<file path="src/rtl/hex_disp_pkg.sv">
// Shared definitions for the hex display scan path: scan states, digit slot
// indices and the hex-to-7-segment lookup table (active-high, bit0=a .. bit6=g).
package hex_disp_pkg;

    typedef enum logic {
        BLANK = 1'b0,
        SHOW  = 1'b1
    } scan_state_e;

    // Digit slot order on the enable bus: current pair first, previous pair after.
    localparam logic [1:0] DIG_B1 = 2'd0;
    localparam logic [1:0] DIG_B2 = 2'd1;
    localparam logic [1:0] DIG_A1 = 2'd2;
    localparam logic [1:0] DIG_A2 = 2'd3;

    localparam logic [6:0] SEG_TABLE [16] = '{
        7'h3F, 7'h06, 7'h5B, 7'h4F,
        7'h66, 7'h6D, 7'h7D, 7'h07,
        7'h7F, 7'h6F, 7'h77, 7'h7C,
        7'h39, 7'h5E, 7'h79, 7'h71
    };

    function automatic logic [3:0] digit_onehot(input logic [1:0] idx);
        return 4'b0001 << idx;
    endfunction

endpackage

</file>
<file path="src/rtl/hex_to_7seg.sv">
// Combinational nibble to 7-segment decoder; one instance is shared by all
// four digits of the scanned display.
module hex_to_7seg
    import hex_disp_pkg::*;
(
    input  logic [3:0] nibble_i,
    output logic [6:0] seg_o
);

    assign seg_o = SEG_TABLE[nibble_i];

endmodule

</file>
<file path="src/rtl/hex_display_scan_ctrl.sv">
// Four-digit hex display scanner: keeps the current and previous nibble pairs,
// accepts new pairs through a req/ack handshake and multiplexes one decoder.
module hex_display_scan_ctrl
    import hex_disp_pkg::*;
#(
    parameter int PRESCALE     = 4,
    parameter int BLANK_CYCLES = 1
) (
    input  logic       clk,
    input  logic       rst,
    input  logic       load_req,
    input  logic [3:0] num1,
    input  logic [3:0] num2,
    output logic       load_ack,
    output logic [3:0] an,
    output logic [6:0] seg
);

    localparam int CNT_MAX = (PRESCALE > BLANK_CYCLES) ? PRESCALE : BLANK_CYCLES;
    localparam int CNT_W   = (CNT_MAX > 1) ? $clog2(CNT_MAX) : 1;
    localparam logic [CNT_W-1:0] SHOW_LAST  = CNT_W'(PRESCALE - 1);
    localparam logic [CNT_W-1:0] BLANK_LAST = CNT_W'(BLANK_CYCLES - 1);

    scan_state_e      state_q, state_d;
    logic [1:0]       digit_q, digit_d;
    logic [CNT_W-1:0] cnt_q, cnt_d;
    logic             armed_q, armed_d;
    logic             load_ack_q, load_ack_d;
    logic [3:0]       b1_q, b1_d;
    logic [3:0]       b2_q, b2_d;
    logic [3:0]       a1_q, a1_d;
    logic [3:0]       a2_q, a2_d;

    logic             load_fire;
    logic [3:0]       digit_val;
    logic [6:0]       dec_seg;

    // Loads land only at the very start of a slot, so a SHOW phase never sees
    // its digit value change; armed blocks a held request from reloading.
    assign load_fire = (state_q == BLANK) && (cnt_q == '0) && load_req && armed_q;

    always_comb begin
        state_d    = state_q;
        digit_d    = digit_q;
        cnt_d      = cnt_q + CNT_W'(1);
        armed_d    = armed_q;
        load_ack_d = load_fire;
        b1_d       = b1_q;
        b2_d       = b2_q;
        a1_d       = a1_q;
        a2_d       = a2_q;

        case (state_q)
            BLANK: begin
                if (cnt_q == BLANK_LAST) begin
                    state_d = SHOW;
                    cnt_d   = '0;
                end
            end
            SHOW: begin
                if (cnt_q == SHOW_LAST) begin
                    state_d = BLANK;
                    cnt_d   = '0;
                    digit_d = digit_q + 2'd1;
                end
            end
            default: begin
                state_d = BLANK;
                cnt_d   = '0;
            end
        endcase

        if (load_fire) begin
            a1_d    = b1_q;
            a2_d    = b2_q;
            b1_d    = num1;
            b2_d    = num2;
            armed_d = 1'b0;
        end else if (!load_req) begin
            armed_d = 1'b1;
        end
    end

    always_ff @(posedge clk) begin
        if (rst) begin
            state_q    <= BLANK;
            digit_q    <= DIG_B1;
            cnt_q      <= '0;
            armed_q    <= 1'b1;
            load_ack_q <= 1'b0;
            b1_q       <= 4'h0;
            b2_q       <= 4'h0;
            a1_q       <= 4'h0;
            a2_q       <= 4'h0;
        end else begin
            state_q    <= state_d;
            digit_q    <= digit_d;
            cnt_q      <= cnt_d;
            armed_q    <= armed_d;
            load_ack_q <= load_ack_d;
            b1_q       <= b1_d;
            b2_q       <= b2_d;
            a1_q       <= a1_d;
            a2_q       <= a2_d;
        end
    end

    always_comb begin
        digit_val = b1_q;
        case (digit_q)
            DIG_B1:  digit_val = b1_q;
            DIG_B2:  digit_val = b2_q;
            DIG_A1:  digit_val = a1_q;
            DIG_A2:  digit_val = a2_q;
            default: digit_val = b1_q;
        endcase
    end

    hex_to_7seg u_dec (
        .nibble_i (digit_val),
        .seg_o    (dec_seg)
    );

    assign an       = (state_q == SHOW) ? digit_onehot(digit_q) : 4'b0000;
    assign seg      = (state_q == SHOW) ? dec_seg : 7'h00;
    assign load_ack = load_ack_q;

endmodule

</file>
<file path="config.mk">
export PLATFORM = sky130hd
export DESIGN_NAME = hex_display_scan_ctrl
export DESIGN_NICKNAME = d
export VERILOG_FILES = /design/src/rtl/hex_disp_pkg.sv /design/src/rtl/hex_to_7seg.sv /design/src/rtl/hex_display_scan_ctrl.sv
export SDC_FILE = /design/constraint.sdc
export NUM_CORES = 1
export LEC_CHECK = 0
export CAP_MARGIN = 10
export CORE_ASPECT_RATIO = 2
export CORE_MARGIN = 2
export CORE_UTILIZATION = 30
export DETAILED_ROUTE_END_ITERATION = 16
export GPL_TIMING_DRIVEN = 0
export PLACE_DENSITY = 0.56
export SLEW_MARGIN = 20
export SYNTH_ARGS = -nofsm -noshare
export SYNTH_HDL_FRONTEND = slang
export SYNTH_SLANG_ARGS = --single-unit
</file>
<file path="constraint.sdc">
create_clock -name clk -period 3.4 [get_ports clk]
set_input_delay 1.02 -clock clk [delete_from_list [all_inputs] [get_ports clk]]
set_output_delay 1.02 -clock clk [all_outputs]
set_load 0.1 [all_outputs]
</file>
Yosys cells after proc, flatten, opt, wreduce, memory -nomap -nowiden
Memories as Yosys holds them, arrays and structs flattened.
Cells that the tools add are included.
Word-level totals
  flip-flop bits (word level): 23
  bits in latches: 0
  RAM bits: 0
  memory bits (read-only): 112
  input bits: 11
  output and inout port bits: 12
  logic and storage cells: 40
  memories: 1
Cells by class
  $add $sub $neg: 2
  $mul: 0
  div/mod/pow operators: 0
  $lt $le $gt $ge: 1
  eq/ne operators: 5
  shift-type cells: 1
  multiplexer cells: 13
  bitwise logic cells: 2
  reductions and logical operators: 6
Memory list
  (no name shown): depth 16, width 7, read ports 1, clocked after Yosys merged registers in 0, write ports 0, line hex_to_7seg.sv:10  | assign seg_o = SEG_TABLE[nibble_i];
Operators with widths (count)
  7-bit two-way mux: 3
  4-bit case mux with 4 select lines: 1
  2-bit == test (second input constant): 3
  5-bit >= comparator (second input constant): 1
  4-bit NOT with 5-bit output: 1
  2-bit by 1-bit adder with 2-bit output (second input constant): 2
  2-bit zero test: 2
  1-bit two-way mux: 4
  2-bit two-way mux: 2
  4-bit two-way mux: 1
  2-bit case mux with 2 select lines: 1
  1-bit by 2-bit left shift with 4-bit output (first input constant): 1
  1-bit logical AND: 3
  2-bit by 1-bit == test with 1-bit output (second input constant): 1
  2-bit by 1-bit inequality test with 1-bit output (second input constant): 1
  1-bit case mux with 2 select lines: 1
  2-bit AND reduction: 1
  1-bit NOT: 1

Longest topological paths before layout
Gate-level depths: netlist of the first run.
  depth after elaboration: 7
  depth in mapped cells: 9
  depth with buffers taken out: 9

By module
Synthesis of the first run repeated with hierarchy kept, for this count alone.
Second synthesis, totals
  cells, all modules: 156
  area total of the unflattened synthesis: 1520.2 µm²
Modules (own cells, without submodules)
  hex_display_scan_ctrl: times used 1, cells each 123, area each 1229.9 µm²
  hex_to_7seg: times used 1, cells each 33, area each 290.3 µm²

Least setup slack after synthesis of the first run
OpenSTA, ideal clock, no wires.
  kind: reg-to-output
  start point: register digit_q[0]
  end point: output seg[3]
  data arrival time: 3.243 ns
  data required time: 2.380 ns
  setup slack: -0.863 ns
  stages on the path, launching flop included: 9
  path buffers: 0
  cells stage by stage: dfxtp_1 -> inv_1 -> ha_1 -> nor2b_1 -> a21oi_1 -> inv_1 -> ha_1 -> mux2_2 -> o22ai_1
On the way
  longest elaborated chain between the ends: 7
RTL lines
  start: declaration: line hex_display_scan_ctrl.sv:25  | logic [1:0] digit_q, digit_d;
  start signal: assignment: line hex_display_scan_ctrl.sv:97  | digit_q <= digit_d;
  2-bit == test, or another cell as far along: line hex_display_scan_ctrl.sv:110  | case (digit_q)
  4-bit case mux with 4 select lines (*): line hex_display_scan_ctrl.sv:110
  4-bit NOT with 5-bit output (not written as such) (*): line hex_to_7seg.sv:10
  memory 16 x 7 bit (*)
  7-bit two-way mux (not written as such) (*) (2 in a row): line hex_to_7seg.sv:10
  7-bit two-way mux (*): line hex_display_scan_ctrl.sv:125  | assign seg = (state_q == SHOW) ? dec_seg : 7'h00;
  end: declaration: line hex_display_scan_ctrl.sv:16  | output logic [6:0] seg
Mark *: on every way between the ends. The rest lies on a longest branch, timed or not. The select of a mux whose other input is x is not followed.

Final worst setup path of the first run
  start point: register digit_q[0]
  end point: output seg[0]
Same word-level chain as after synthesis.

==> results of run 1 <==
through the flow:
| stage | hold slack (ns) | util (%) | power [W] | cell area, um2 |
|---|---|---|---|---|
| 3_3_place_gp | 0.4406 | 38.58 | 0.0007501 | 1658 |
| 3_5_place_dp | 0.4475 | 38.58 | 0.0007537 | 1658 |
| 2_1_floorplan | 0.4359 | - | 0.0006568 | 1370 |
| 6_report | 0.4571 | 47.87 | 0.001028 | 2057 |
| 5_1_grt | 0.4756 | 47.87 | 0.001076 | 2057 |
| 4_1_cts | 0.4591 | 45.92 | 0.001000 | 1973 |
cell usage after synthesis:
master	n	area, um2
a311o_1	1	10.01
nor4b_1	1	8.760
buf_4	1	7.510
nor2b_1	5	31.28
and3_1	1	6.260
ha_1	14	175.2
o21ai_0	2	10.01
nand2_1	37	138.9
and2_1	3	18.77
mux2_2	3	33.78
a222oi_1	4	40.04
clkbuf_1	5	18.77
o221a_2	2	22.52
a21oi_1	22	110.1
inv_1	12	45.04
dfxtp_1	23	460.4
a31oi_1	1	6.260
nor2_1	5	18.77
and2_2	1	7.510
o31ai_1	3	22.52
buf_2	2	10.01
and4b_1	1	10.01
mux2i_2	1	13.76
and2b_1	1	7.510
mux2i_1	5	50.05
nand3_1	2	10.01
xnor2_1	2	17.52
o22ai_1	1	6.260
repair_timing:
item	CTS	global route
resized for setup	95	13
pin swaps	10	3
endpoints found under the setup margin	11	7
setup buffers	12	2
flip-flops by register name, summed over array words and instances (netlist names):
name / count
a1_q: 4
a2_q: 4
armed_q: 1
b1_q: 4
b2_q: 4
cnt_q: 2
digit_q: 2
load_ack: 1
state_q: 1
cell usage in the layout (no fill, tap or decap), types with 2 or more instances in the layout:
cell             netlist  routed
inv_1                 12       5
a222oi_1               4       4
nand3_1                2       2
mux2_2                 3       2
mux2i_1                5       4
clkbuf_1               5       5
buf_4                  1      16
o21ai_0                2       2
nand2_1               37      37
dfxtp_4                0       2
inv_4                  0       2
ha_4                   0       6
nor2_1                 5       5
dfxtp_1               23      21
a21oi_4                0       4
dlygate4sd2_1          0       4
clkdlybuf4s50_1        0      11
ha_2                   0       3
mux2i_4                0       2
xnor2_1                2       2
inv_2                  0       5
o31ai_4                0       2
and2_1                 3       3
a21oi_1               22      17
clkbuf_8               0       3
nor2b_1                5       5
buf_12                 0       6
ha_1                  14       5
critical path: cells and delay by family, from the launching register on:
kind	cells	cell delay (ns)
buffers and inverters	3	0.36
AND/OR/NAND/NOR	1	0.19
AO/OA/AOI/OAI	3	0.96
flip-flops	1	0.40
adder cells (fa/ha/maj)	2	0.31
how the worst max path moves through the flow:
stage                          start     end  slack (ns)  cells past startpoint
after floorplan           digit_q[0]  seg[3]       -0.02                      8
after global routing      digit_q[0]  seg[0]       -0.22                      9
after global placement    digit_q[0]  seg[3]       -1.04                      9
after detailed placement  digit_q[0]  seg[3]       -1.06                      9
after CTS                 digit_q[0]  seg[0]        -0.1                      9
final                     digit_q[0]  seg[0]        -0.1                      9
report_power, final:
part           leakage (nW)  switching, W  total [W]  internal [W]
sequential            0.189     0.0000157   0.000307      0.000291
combinational         0.547      0.000345   0.000554      0.000209
clock                0.0255     0.0000853   0.000167     0.0000817
logic make-up (layout without fill, tap and decap cells):
kind of cell             count (synthesis)  in the layout  share of synthesized area, %
buffers and inverters                   20             60                         6.173
flip-flops                              23             23                         34.95
adder cells (fa/ha/maj)                 14             14                         13.30
multiplexers                             9              9                         7.407
XOR/XNOR                                 2              2                         1.330
AND/OR/NAND/NOR                         57             57                         19.56
AO/OA/AOI/OAI                           36             36                         17.28
area by class of cell:
cell class	count	area, um2
fill	423	2240
sequential	23	467.9
buffer	8	38.79
inverter	12	50.05
clock buffer	3	41.29
multi-input combinational	118	1005
tap	54	67.56
clock inverter	1	5.005
timing repair buffer	36	381.6
per-layer routing:
metal / track usage (%) / share of wire (%)
met1: 13.78 / 37
met2: 28.14 / 61
met3: 0.4615 / 1.4
met4: 6.237 / 1.3
met5: 0 / 0
==> impl_metrics.json, run 1 <==
{
  "final.min_clock_period_ns": 3.495,
  "worstMarginPinSlew_ns": 0.9620,
  "grt_pass1_vias": 1165,
  "path_class": "reg -> out",
  "syn_avg_cell_area_um2": 8.183,
  "synthCells": 161,
  "cp.arrival_ns": 2.48,
  "numPortBuffers": 22,
  "clock-sinks": 23,
  "first_iter_violations": 23,
  "setup.worst_path.end_class": "output pin",
  "pre_cts_ws_ns": -1.061,
  "cts_tree": "yes",
  "io-pin-count": 23,
  "vdd_drop_max_mv": 0.3517,
  "viasPerCell": 4.710,
  "cts-hold-fix-buffers": 0,
  "worstRegToRegCells": 8,
  "path_max_fanout": 5,
  "antenna_found_initial": 0,
  "power_density_mw_per_mm2": 499.6,
  "grt_max_degree": 14,
  "synth_fp_nets": 186,
  "fin_crit_sh_pct": 102.8,
  "maxCapViolCount": 0,
  "hold_violations": 0,
  "initial_core_util_pct": 30.66,
  "r2r_end": "b1_q[0]",
  "netlist_area_mm2": 0.001318,
  "place_hpwl_um": 2386,
  "ys_warn_count": 0,
  "dieArea_mm2": 0.004970,
  "drc_errors": 0,
  "rows": 34,
  "antenna-diode-count": 0,
  "required_ns": 2.38,
  "layout_setup_ws_ns": -0.09526,
  "hp-class": "reg -> reg",
  "grt_pass1_wl_um": 5395,
  "htreeDepth": 1,
  "power.leakage_nw": 0.7615,
  "rrSetupSlack_ns": 1.65,
  "failed_checks": "negative setup slack",
  "setup_viol": 3,
  "clk_latency_ns": 0.26,
  "slowest_stage": "a222oi_1",
  "synth-seq-cells": 23,
  "dr.pass1.iters": 4,
  "stdcell_count": 255,
  "maxSlewHeadroom_pct": 35.67,
  "crit_chain": "inv_4 -> ha_4 -> a222oi_1 -> a21oi_4 -> inv_4 -> ha_4 -> and4b_1 -> a311o_2 -> buf_12",
  "place_inst": 237,
  "rsz0062_at_grt": "true",
  "r2r-start": "cnt_q[0]",
  "fmax_mhz": 286.1,
  "numCtsBuffers": 3,
  "outcome": "complete, but fails checks",
  "wl_um": 3263,
  "wl_per_cell_um": 12.80,
  "clockBufferDepth": 2,
  "vias": 1201,
  "ant_nets": 0,
  "min_to": "a1_q[3]",
  "die_width_um": 50.86,
  "grt.total_usage_pct": 13.98,
  "drv_slew": 0,
  "area_growth_pct": 56.13,
  "worstHoldStart": "a1_q[3]",
  "yosysUniqueCellTypes": 28,
  "path_clk_slew_ns": 0.08,
  "finClkSkew_ns": 0.004151,
  "hold_depth": 2,
  "ys_seq_area_share_pct": 34.95,
  "overflow": 0,
  "critPathMaxStageDelay_ns": 0.46,
  "finalNetCount": 227,
  "dieHeight_um": 97.72,
  "crit_path_start_kind": "flop",
  "core_mm2": 0.004297,
  "drive_gt1_share_pct": 32.34,
  "tns_ns": -0.2045,
  "root_buffer": "clkbuf_8",
  "place.gp.congestion": 0.7499
}
Note: power is estimated with default switching activity, not from simulation.
==> inputs of run 2 (changes only) <==
--- a/config.mk
+++ b/config.mk
@@ -12,7 +12,7 @@
 export DETAILED_ROUTE_END_ITERATION = 16
 export GPL_TIMING_DRIVEN = 0
 export PLACE_DENSITY = 0.56
-export SLEW_MARGIN = 20
+export SLEW_MARGIN = 25
 export SYNTH_ARGS = -nofsm -noshare
 export SYNTH_HDL_FRONTEND = slang
 export SYNTH_SLANG_ARGS = --single-unit
==> results of run 2 <==
Final layout, timing and power as in run 1 (identical DEF).
==> inputs of run 3 (changes only) <==
--- a/config.mk
+++ b/config.mk
@@ -8,10 +8,10 @@
 export CAP_MARGIN = 10
 export CORE_ASPECT_RATIO = 2
 export CORE_MARGIN = 2
-export CORE_UTILIZATION = 30
+export CORE_UTILIZATION = 45
 export DETAILED_ROUTE_END_ITERATION = 16
 export GPL_TIMING_DRIVEN = 0
-export PLACE_DENSITY = 0.56
+export PLACE_DENSITY = 0.76
 export SLEW_MARGIN = 25
 export SYNTH_ARGS = -nofsm -noshare
 export SYNTH_HDL_FRONTEND = slang
==> impl_metrics.json, run 3 (synthesis gave the netlist of run 1 again) <==
{
  "outcome": "complete, but fails checks",
  "failed_checks": "negative setup slack",
  "wl_per_cell_um": 15.35,
  "grt.total_usage_pct": 20.88,
  "antenna-diode-count": 0,
  "grt_pass1_vias": 1261,
  "grt_pass1_wl_um": 5423,
  "hp-class": "reg -> reg",
  "power_density_mw_per_mm2": 516.9,
  "setup.worst_path.end_class": "output pin",
  "p_seq_share_pct": 29.9,
  "htreeDepth": 1,
  "setup_viol": 6,
  "rows": 27,
  "io-pin-count": 23,
  "root_buffer": "clkbuf_8",
  "path_class": "reg -> out",
  "overflow": 0,
  "cell_internal_pwr_w": 0.0005756,
  "initial_core_util_pct": 47.56,
  "layout_common_cells": "nand2_1, dfxtp_1, a21oi_1",
  "cp.arrival_ns": 2.58,
  "r2r_end": "a1_q[3]",
  "area_growth_pct": 50.90,
  "viasPerCell": 5.526,
  "drv_slew": 0,
  "numPortBuffers": 22,
  "fmax_mhz": 277.6,
  "core_mm2": 0.002770,
  "dieArea_mm2": 0.003403,
  "final_common_cell": "nand2_1",
  "cts_tree": "yes",
  "maxCapViolCount": 0,
  "drive_gt1_share_pct": 30.65,
  "combPwrFrac_pct": 53.4,
  "tns_ns": -0.6408,
  "worstHoldStart": "a2_q[1]",
  "path_max_fanout": 5,
  "numCtsBuffers": 3,
  "power.leakage_nw": 0.7458,
  "clock-sinks": 23,
  "place.gp.congestion": 0.8416,
  "vias": 1260,
  "finClkSkew_ns": 0.006609,
  "ant_nets": 0,
  "min_to": "a2_q[1]",
  "final.min_clock_period_ns": 3.603,
  "grt_max_degree": 14,
  "crit_path_start_kind": "flop",
  "r2r-start": "cnt_q[0]",
  "maxSlewHeadroom_pct": 35.21,
  "layout_setup_ws_ns": -0.2025,
  "vdd_drop_max_mv": 0.4291,
  "die_width_um": 42.26,
  "swShare_pct": 43.99,
  "first_iter_violations": 46,
  "required_ns": 2.38,
  "antenna_found_initial": 0,
  "worstRegToRegCells": 8,
  "fin_util_pct": 71.77,
  "rsz0062_at_grt": "true",
  "fillers": 197,
  "place_hpwl_um": 2280,
  "drc_errors": 0,
  "wl_um": 3499,
  "switchingPower_w": 0.0004521,
  "dieHeight_um": 80.52,
  "hold_violations": 0,
  "multi_input_area_um2": 978.4,
  "worstMarginPinSlew_ns": 0.9688,
  "seqCellArea_um2": 467.9,
  "hold_depth": 2,
  "p_clk_share_pct": 16.8,
  "finalNetCount": 225,
  "hold_ws_ns": 0.4665,
  "fin_crit_sh_pct": 106.0,
  "rrSetupSlack_ns": 1.58,
  "clockBufferDepth": 2,
  "path_clk_slew_ns": 0.08,
  "clk_latency_ns": 0.27,
  "dr.pass1.iters": 6
}
[run 3: changes by cell type in the layout (fill, tap and decap cells not counted), sizes merged]
cell | previous run | this run
buf | 24 | 22
[run 3: final cells by class]
cell class	count	area share [%]
clock buffer	3	2.077
buffer	8	2.140
timing repair buffer	34	18.44
clock inverter	1	0.2517
inverter	12	2.517
sequential	23	23.54
tap	29	1.825
multi-input combinational	118	49.21
[run 3: metrics by stage]
step                std cells  worst slack (ns)  total power (W)  cell area (um2)
global placement          212           -0.9375        0.0007411             1627
floorplan                 161          -0.01785        0.0006568             1370
global route              228           -0.2668         0.001069             1988
CTS                       225          -0.07902        0.0009912             1902
detailed placement        212            -1.084        0.0007512             1627
finish                    228           -0.2025         0.001028             1988
[run 3: routing by layer]
layer  wire length (um)  track usage, %
met1               1201           18.51
met2               2136           41.54
met4                 92           13.44
met3                 69           2.472
met5                  0               0
[run 3: power by group through the flow]
| stage | Combinational [W] | Sequential [W] | Clock (W) |
|---|---|---|---|
| floorplan | 0.000339 | 0.000318 | 0 |
| global placement | 0.000429 | 0.000312 | 0 |
| detailed placement | 0.000438 | 0.000314 | 0 |
| CTS | 0.000511 | 0.000307 | 0.000174 |
| global route | 0.000576 | 0.000309 | 0.000184 |
| finish | 0.000548 | 0.000307 | 0.000172 |
[run 3: worst max path at each step]
stage | from | slack [ns] | cells after the start | to
final | digit_q[0] | -0.20 | 9 | seg[0]
after global routing | digit_q[0] | -0.27 | 9 | seg[0]
after CTS | digit_q[0] | -0.08 | 9 | seg[0]
after detailed placement | digit_q[0] | -1.08 | 9 | seg[3]
after global placement | digit_q[0] | -0.94 | 9 | seg[3]
after floorplan | digit_q[0] | -0.02 | 8 | seg[3]
[run 3: what timing repair did]
action                     in CTS  in global routing
hold buffers                    0                  0
setup endpoints to repair      11                  7
buffers inserted                9                  3
pin swaps                       9                  4
gates resized for setup        91                 14
[run 3: worst max-delay path: stages, from the launching register on]
cell and delay (ns):
dfxtp_4 0.40, inv_4 0.05, ha_4 0.17, a222oi_1 0.51, a21oi_4 0.18, inv_2 0.14, ha_4 0.15, and4b_1 0.19
a311o_2 0.34, buf_12 0.18
